## config.mk

```make
export PLATFORM = sky130hd
export DESIGN_NAME = ysyx_22050550_bypass_sb
export DESIGN_NICKNAME = d
export VERILOG_FILES = /design/src/rtl/ysyx_22050550_bypass_sb.sv
export SDC_FILE = /design/constraint.sdc
export NUM_CORES = 1
export LEC_CHECK = 0
export CORE_AREA = 8 8 178 180
export CTS_BUF_LIST = sky130_fd_sc_hd__clkbuf_16
export DETAILED_ROUTE_END_ITERATION = 10
export DIE_AREA = 0 0 186 188
export HOLD_SLACK_MARGIN = 0.05
export SYNTH_ARGS = -nofsm -noshare
export SYNTH_HDL_FRONTEND = slang
export SYNTH_SLANG_ARGS = --single-unit
```

## constraint.sdc

```tcl
create_clock -name clock -period 2.95 [get_ports clock]
set_clock_uncertainty 0.2 [all_clocks]
set_input_delay 0.4425 -clock clock [delete_from_list [all_inputs] [get_ports clock]]
set_output_delay 0.4425 -clock clock [all_outputs]
set_load 0.02 [all_outputs]
```

## src/rtl/ysyx_22050550_bypass_sb.sv

```systemverilog
// rtl/ysyx_22050550_bypass_sb.sv - ID-stage operand bypass, long-op scoreboard and hazard stall unit
module ysyx_22050550_bypass_sb #(
  parameter int XLEN   = 64,
  parameter int AW     = 5,
  parameter int NRP    = 2,
  parameter int NSTAGE = 3
) (
  input  logic                   clock,
  input  logic                   reset,
  input  logic                   id_valid,
  input  logic [NRP-1:0]         id_ren,
  input  logic [NRP*AW-1:0]      id_raddr,
  input  logic                   id_wen,
  input  logic [AW-1:0]          id_waddr,
  input  logic                   id_long,
  output logic [NRP-1:0]         id_fwd_hit,
  output logic [NRP*XLEN-1:0]    id_fwd_data,
  output logic                   id_stall,
  input  logic                   issue_fire,
  input  logic [NSTAGE-1:0]      src_valid,
  input  logic [NSTAGE-1:0]      src_wen,
  input  logic [NSTAGE*AW-1:0]   src_waddr,
  input  logic [NSTAGE-1:0]      src_rdy,
  input  logic [NSTAGE*XLEN-1:0] src_data,
  input  logic                   lg_done,
  input  logic [AW-1:0]          lg_waddr,
  input  logic [XLEN-1:0]        lg_data,
  input  logic                   flush,
  output logic [31:0]            stall_cnt
);

  localparam int NREG = 1 << AW;

  logic [NREG-1:0]      busy_q, busy_d;
  logic [31:0]          stall_cnt_q, stall_cnt_d;

  logic [NRP-1:0]       hit_raw;
  logic [NRP*XLEN-1:0]  data_raw;
  logic [NRP-1:0]       port_stall;
  logic [AW-1:0]        rd_addr;
  logic                 matched;
  logic                 waw_stall;

  // Per-port forwarding: youngest matching stage wins; a non-ready winner blocks older sources
  always_comb begin
    hit_raw    = '0;
    data_raw   = '0;
    port_stall = '0;
    rd_addr    = '0;
    matched    = 1'b0;
    for (int p = 0; p < NRP; p++) begin
      rd_addr = id_raddr[p*AW +: AW];
      matched = 1'b0;
      if (id_valid && id_ren[p] && (rd_addr != '0)) begin
        for (int s = 0; s < NSTAGE; s++) begin
          if (!matched && src_valid[s] && src_wen[s] && (src_waddr[s*AW +: AW] == rd_addr)) begin
            matched = 1'b1;
            if (src_rdy[s]) begin
              hit_raw[p]                 = 1'b1;
              data_raw[p*XLEN +: XLEN]   = src_data[s*XLEN +: XLEN];
            end else begin
              port_stall[p] = 1'b1;
            end
          end
        end
        if (!matched) begin
          if (lg_done && (lg_waddr == rd_addr)) begin
            hit_raw[p]               = 1'b1;
            data_raw[p*XLEN +: XLEN] = lg_data;
          end else if (busy_q[rd_addr]) begin
            port_stall[p] = 1'b1;
          end
        end
      end
    end
  end

  // A second long op to a still-owed register must wait so results retire in order
  always_comb begin
    waw_stall = id_valid && id_wen && id_long && (id_waddr != '0) && busy_q[id_waddr]
                && !(lg_done && (lg_waddr == id_waddr));
  end

  // Outputs are forced quiet while reset is held; flush cancels any stall
  always_comb begin
    id_stall    = reset && !flush && ((|port_stall) || waw_stall);
    id_fwd_hit  = reset ? hit_raw : '0;
    id_fwd_data = reset ? data_raw : '0;
    stall_cnt   = stall_cnt_q;
  end

  // Scoreboard next state: flush kills everything; a new owner beats a same-cycle writeback
  always_comb begin
    busy_d = busy_q;
    if (flush) begin
      busy_d = '0;
    end else begin
      if (lg_done) busy_d[lg_waddr] = 1'b0;
      if (issue_fire && id_wen && id_long && (id_waddr != '0)) busy_d[id_waddr] = 1'b1;
    end
    busy_d[0] = 1'b0;
  end

  // Saturating stall-cycle counter
  always_comb begin
    stall_cnt_d = stall_cnt_q;
    if (id_stall && (stall_cnt_q != 32'hFFFF_FFFF)) stall_cnt_d = stall_cnt_q + 32'd1;
  end

  // State registers with synchronous active-low reset
  always_ff @(posedge clock) begin
    if (!reset) begin
      busy_q      <= '0;
      stall_cnt_q <= '0;
    end else begin
      busy_q      <= busy_d;
      stall_cnt_q <= stall_cnt_d;
    end
  end

endmodule

```

==> reports/results.ini, run 1 <==
[synthesis]
synth_nets=1470
ys_async_sr_fraction_pct=0
synth-edff-count=0
yosysTopAreaCellShare_pct=16.1
syn-cell-area_um2=7820
synth_area_leaders=dfxtp_1 (16%), nand2_1 (13%), a31oi_1 (9.0%)
synth_seq_cells=63
synth_seq_area_share_pct=16.1
avgSynthCellArea_um2=6.75
yosysTopAreaCell=dfxtp_1
ys.flop_type=dfxtp_1
synth.distinct_cells=59
yosysWarnings=0
syn_inst=1159

[pwr]
pwr-share-comb_pct=39.8
clockPowerShare_pct=35.3
total_power_w=0.00342
power_switching_w=0.00111
vdd_drop_max_mv=0.329
power-per-cell-area_nw_per_um2=173
leakage_nw=7.00
swShare_pct=32.5
p_int_w=0.00231
power.share.sequential_pct=25.0

[cts]
clock-sinks=63
cts_hold_buf=0
htree_levels=3
numCtsBuffers=9
cts_root_buf=clkbuf_16
clk_pin_slew_ns=0.06
cts_tree=done
clock_latency_ns=0.35
clock_path_buffers=2

[global_route]
antenna_found_initial=30
grt_pass1_wl_um=88400
grt_max_degree=58
grt_usage_pct=33.4
grt-ovfl-total=0
first_global_vias=13200

[timing]
finalHoldViolCount=0
worst_pin_slew_ns=0.590
final.min_clock_period_ns=3.25
setup_ws_ns=-0.303
max_slew_margin_pct=60.3
slew_viol_final=0
fin_setup_tns_ns=-19.57
rsz0062_at_grt=yes
fin_crit_sh_pct=110
max_freq_ghz=0.307
setup_viol=131

[placement]
port_buffers=472
dp.cells=2088
post_dp_cell_area_um2=15100
hpwl_um=46000
gp_congestion=0.986

[routing]
firstDrtPassIters=6
route.detailed.drc=0
wl_um=65300
drtAntennaViolNets=0
via_per_inst=6.00
num_vias=13700
wire_per_inst_um=28.6
drt_iter0_markers=1608

[setup_path]
arrival_ns=2.61
critical_path_class=in2out
cp_max_fo=6
required_ns=2.31
reg2regPathDepth=10
cp-start-kind=input port
cp-end-kind=primary output

[floorplanning]
core_um2=29000
die_width_um=186
start_util_pct=27.0
io_pins=473
num_rows=63
die_h_um=188
die_area_um2=35000

[worst_hold_path]
worstHoldPathCells=2
hold_class=reg2reg

[layout]
stdcell_count=2285
finalNetCount=2184
design_area_um2=19800
area_growth_pct=154
drive_above_1_share_pct=48.9

[outcome]
status=finished, violations left
failed_checks=negative setup slack

[run]
cap_violations=0

-- worst paths after layout --
check	slack [ns]	end	from
max	-0.30	id_fwd_data[26]	id_raddr[4]
min	0.28	stall_cnt[10]	stall_cnt[10]
max reg2reg	0.13	stall_cnt[13]	busy_q[12]
min reg2reg	0.28	stall_cnt[10]	stall_cnt[10]
-- metal layers --
metal  GRT usage, %  routed length (µm)  part of all wire [%]
met2           53.0               30100                    46
met5              0                 175                  0.27
met1           39.4               23600                    36
met3           13.3                8150                    12
met4           13.8                3310                   5.1
-- what timing repair did --
item	in CTS	in global routing
setup endpoints to repair	163	161
gates resized for setup	1051	393
pin swaps	121	139
buffers inserted	103	73
gates cloned	22	5
hold endpoints to repair	0	0
-- registers in the layout (all words and copies together), names as in the netlist --
signal	count
stall_cnt	32
busy_q	31
-- per-stage QoR --
step	hold WS, ns	utilization, %	setup WS, ns
floorplan	0.269	-	-0.0567
global placement	0.264	52.2	-1.45
global route	0.312	68.3	-0.367
finish	0.280	68.4	-0.303
CTS	0.285	61.8	-0.399
detailed placement	0.276	52.2	-1.39
-- cells in the final DEF (no fill, tap or decap), types with 11 or more instances in the layout --
master / instances
a21oi_1: 57
a222oi_1: 18
a22oi_1: 24
a22oi_2: 38
a31oi_2: 49
a31oi_4: 60
a32oi_1: 31
a32oi_2: 18
buf_12: 67
buf_16: 12
buf_4: 235
buf_6: 163
buf_8: 24
clkbuf_16: 14
clkdlybuf4s50_1: 299
dfxtp_1: 62
diode_2: 17
mux2i_1: 37
mux4_2: 12
nand2_1: 146
nand2_2: 50
nand2_4: 64
nand2b_1: 17
nand3_1: 80
nand4_1: 13
nor2_1: 11
nor3_1: 11
nor4_1: 13
o21ai_0: 33
or4_1: 11
xnor2_1: 12
xnor2_2: 20
-- power by group through the flow --
stage	clock (W)	sequential, W	combinational [W]
floorplan	0	0.000875	0.000330
global placement	0	0.000873	0.00104
detailed placement	0	0.000873	0.00104
CTS	0.00122	0.000854	0.00121
global route	0.00125	0.000854	0.00140
finish	0.00121	0.000854	0.00136
-- cells by family (layout without fill, tap and decap cells) --
kind of cell	after synthesis	in the layout	share of synthesized area (%)
mux	55	55	9.04
simple gates	491	491	30.0
other cells	0	17	0
compound gates	369	369	32.1
fa+ha+maj	1	1	0.160
buf+inv	135	854	7.47
xor+xnor	45	45	5.04
flops	63	63	16.1
-- cells in the mapped netlist (all sizes together), types with 21 or more instances --
cell    count
clkbuf     86
nand3      82
dfxtp      63
nand2     261
a22oi      62
xnor2      33
o21ai      36
nor4       21
a32oi      53
buf        39
a31oi     112
a21oi      66
mux2i      38
-- worst max-delay path, cell delays in order --
cell and delay [ns]:
buf_8 0.11, buf_6 0.12, buf_12 0.12, xnor2_2 0.13
nand4_1 0.13, nor2_2 0.22, nand2_2 0.10, nor3_4 0.23
buf_12 0.17, buf_12 0.12, buf_12 0.10, buf_8 0.13
buf_6 0.10, nand2_2 0.04, a31oi_2 0.18, buf_4 0.16
-- layout make-up --
type | instances | area [µm²]
clock inverters | 7 | 105
inverters | 10 | 37.5
diodes | 17 | 42.5
clock buffers | 9 | 225
repair buffers | 828 | 8910
well taps | 390 | 488
fillers | 2264 | 9180
multi-input cells | 961 | 8760
flip-flops and latches | 63 | 1260
Power figures use the tool's default switching activity.
==> run 2: changes to the inputs <==
--- a/config.mk
+++ b/config.mk
@@ -10,6 +10,7 @@
 export DETAILED_ROUTE_END_ITERATION = 10
 export DIE_AREA = 0 0 186 188
 export HOLD_SLACK_MARGIN = 0.05
+export MAX_ROUTING_LAYER = met4
 export SYNTH_ARGS = -nofsm -noshare
 export SYNTH_HDL_FRONTEND = slang
 export SYNTH_SLANG_ARGS = --single-unit
==> run 2 against run 1 <==
The run still ends with negative setup slack left. Non-clock buffer count increased by 11. Via count is 2.7% higher. Final cell count rose by 0.96%. First-iteration DRC count decreased by 4.0%. Critical path depth down 4. Clock power shrank 21%. Critical endpoint is now id_fwd_data[88]. Largest power group unchanged.
==> reports/results.ini, run 2 (synthesized netlist as in run 1, its figures left out) <==
[outcome]
status=finished, violations left  ; unchanged
failed_checks=negative setup slack  ; unchanged

[worst_hold_path]
hold_class=reg2reg  ; unchanged
worstHoldPathCells=2  ; unchanged
hold_start=stall_cnt[20]  ; was stall_cnt[10]

[routing]
num_vias=14100  ; was 13700
drt_iter0_markers=1543  ; was 1608
route.detailed.drc=0  ; unchanged
wire_per_inst_um=29.2  ; was 28.6 µm
wl_um=67400  ; was 65300 µm
drtAntennaViolNets=0  ; unchanged
via_per_inst=6.11  ; was 6.00
firstDrtPassIters=6  ; unchanged

[pwr]
vdd_drop_max_mv=0.245  ; was 0.329 mV
power-per-cell-area_nw_per_um2=165  ; was 173 nW/µm²
leakage_nw=6.94  ; was 7.00 nW
total_power_w=0.00330  ; was 0.00342 W

[timing]
setup_viol=163  ; was 131
setup_ws_ns=-0.510  ; was -0.303 ns
finalHoldViolCount=0  ; unchanged
rsz0062_at_grt=yes  ; unchanged
max_slew_margin_pct=60.7  ; was 60.3%
max_freq_ghz=0.289  ; was 0.307 GHz
worst_pin_slew_ns=0.589  ; was 0.590 ns
final.min_clock_period_ns=3.46  ; was 3.25 ns
fin_crit_sh_pct=117  ; was 110%
slew_viol_final=0  ; unchanged

[global_route]
grt_usage_pct=35.6  ; was 33.4%
first_global_vias=13500  ; was 13200
grt_pass1_wl_um=91800  ; was 88400 µm
antenna_found_initial=28  ; was 30
grt-ovfl-total=0  ; unchanged
grt_max_degree=60  ; was 58

[placement]
place_ws_ns=-1.15  ; was -1.39 ns
post_dp_cell_area_um2=15100  ; about the same
port_buffers=472  ; unchanged
gp_congestion=1.01  ; was 0.986
hpwl_um=45600  ; was 46000 µm

[cts]
clock-sinks=63  ; unchanged
clock_latency_ns=0.34  ; was 0.35 ns
cts_hold_buf=0  ; unchanged
cts_tree=done  ; unchanged
clock_path_buffers=2  ; unchanged
htree_levels=3  ; unchanged
clk_pin_slew_ns=0.06  ; about the same
cts_root_buf=clkbuf_16  ; unchanged
numCtsBuffers=9  ; unchanged

[setup_path]
arrival_ns=2.82  ; was 2.61 ns
max_stage_delay_ns=0.55  ; was 0.23 ns
cp-end-kind=primary output  ; unchanged
reg2regPathDepth=12  ; was 10
crit_path_start=id_raddr[5]  ; was id_raddr[4]
rr_startpoint=busy_q[23]  ; was busy_q[12]
cp_slowest_cell=a222oi_1  ; was nor3_4
critical_path_class=in2out  ; unchanged
cp_max_fo=7  ; was 6
crit_top_cell=buf_6  ; was buf_12
cp-start-kind=input port  ; unchanged
path_cells=buf_12 > xnor2_2 > nand4_1 > nor3_4 > buf_6 > buf_6 > nor3b_4 > buf_6 > buf_16 > a222oi_1 > a21oi_1 > buf_4  ; was buf_8 > buf_6 > buf_12 > xnor2_2 > nand4_1 > nor2_2 > nand2_2 > nor3_4 > buf_12 > buf_12 > buf_12 > buf_8 > buf_6 > nand2_2 > a31oi_2 > buf_4
required_ns=2.31  ; about the same

[layout]
drive_above_1_share_pct=48.2  ; was 48.9%
area_growth_pct=155  ; was 154%
design_area_um2=20000  ; was 19800 µm²
regArea_um2=1260  ; about the same
post-route-util_pct=68.9  ; was 68.4%
finalNetCount=2195  ; was 2184
multi_input_area_um2=8590  ; was 8760 µm²
most-common-layout-cells=clkdlybuf4s50_1 (299), buf_4 (245), nand2_1 (195)  ; was clkdlybuf4s50_1 (299), buf_4 (235), buf_6 (163)
final_common_cell=clkdlybuf4s50_1  ; unchanged
largest_register_ffs=32  ; unchanged
fillCellCount=2201  ; was 2264

[run]
cap_violations=0  ; unchanged

[floorplanning]
core_um2=29000  ; unchanged
start_util_pct=27.0  ; unchanged
die_area_um2=35000  ; unchanged
die_width_um=186  ; unchanged
num_rows=63  ; unchanged
die_h_um=188  ; unchanged
io_pins=473  ; unchanged

[run 2: layout make-up]
cell class | count | area share (%)
multi-input combinational | 961 | 43.0
antenna | 30 | 0.376
clock inverter | 5 | 0.138
inverter | 10 | 0.188
sequential | 63 | 6.31
tap | 390 | 2.44
clock buffer | 9 | 1.13
timing repair buffer | 839 | 46.4
[run 2: worst max-delay path, delay by kind of cell]
kind / cells / cell delay, ns
AO/OA/AOI/OAI: 2 / 0.70
buffers and inverters: 6 / 0.84
AND/OR/NAND/NOR: 3 / 0.65
XOR/XNOR: 1 / 0.17
[run 2: per-layer routing]
layer  vias up  part of all wire [%]  global-route usage, %
met5         -                     0                      -
met1      6741                    37                   43.5
li1       5975                     -                      -
met3       249                    12                   9.54
met2      1121                    46                   55.1
met4         0                   5.6                   13.9
[run 2: where the power goes]
part	total, W	switching [W]	internal, W
Sequential	0.000855	0.00000214	0.000853
Combinational	0.00148	0.000686	0.000793
Clock	0.000961	0.000410	0.000551
Total	0.00330	0.00110	0.00220
[run 2: through the flow]
step / instances / hold slack (ns) / setup TNS, ns
global route: 2304 / 0.308 / -48.43
floorplan: 1159 / 0.269 / -0.0745
finish: 2307 / 0.279 / -39.44
global placement: 2080 / 0.263 / -163.39
detailed placement: 2080 / 0.270 / -159.69
CTS: 2227 / 0.279 / -21.47
[run 2: worst paths after layout]
path,endpoint,slack (ns)
max reg2reg,stall_cnt[17],-0.05
max,id_fwd_data[88],-0.51
min,stall_cnt[20],0.28
min reg2reg,stall_cnt[20],0.28
[run 2: timing repair]
| action | in CTS | in global routing |
|---|---|---|
| setup buffers | 105 | 64 |
| pin swaps | 127 | 147 |
| setup endpoints to repair | 163 | 163 |
| gates cloned | 29 | 13 |
| resized for setup | 1094 | 281 |
==> run 3: changes to the inputs <==
--- a/config.mk
+++ b/config.mk
@@ -7,6 +7,7 @@
 export LEC_CHECK = 0
 export CORE_AREA = 8 8 178 180
 export CTS_BUF_LIST = sky130_fd_sc_hd__clkbuf_16
+export CTS_CLUSTER_DIAMETER = 60
 export DETAILED_ROUTE_END_ITERATION = 10
 export DIE_AREA = 0 0 186 188
 export HOLD_SLACK_MARGIN = 0.05
==> results of run 3 <==
Same layout as run 2: the final DEF is identical, and so are final timing and power.
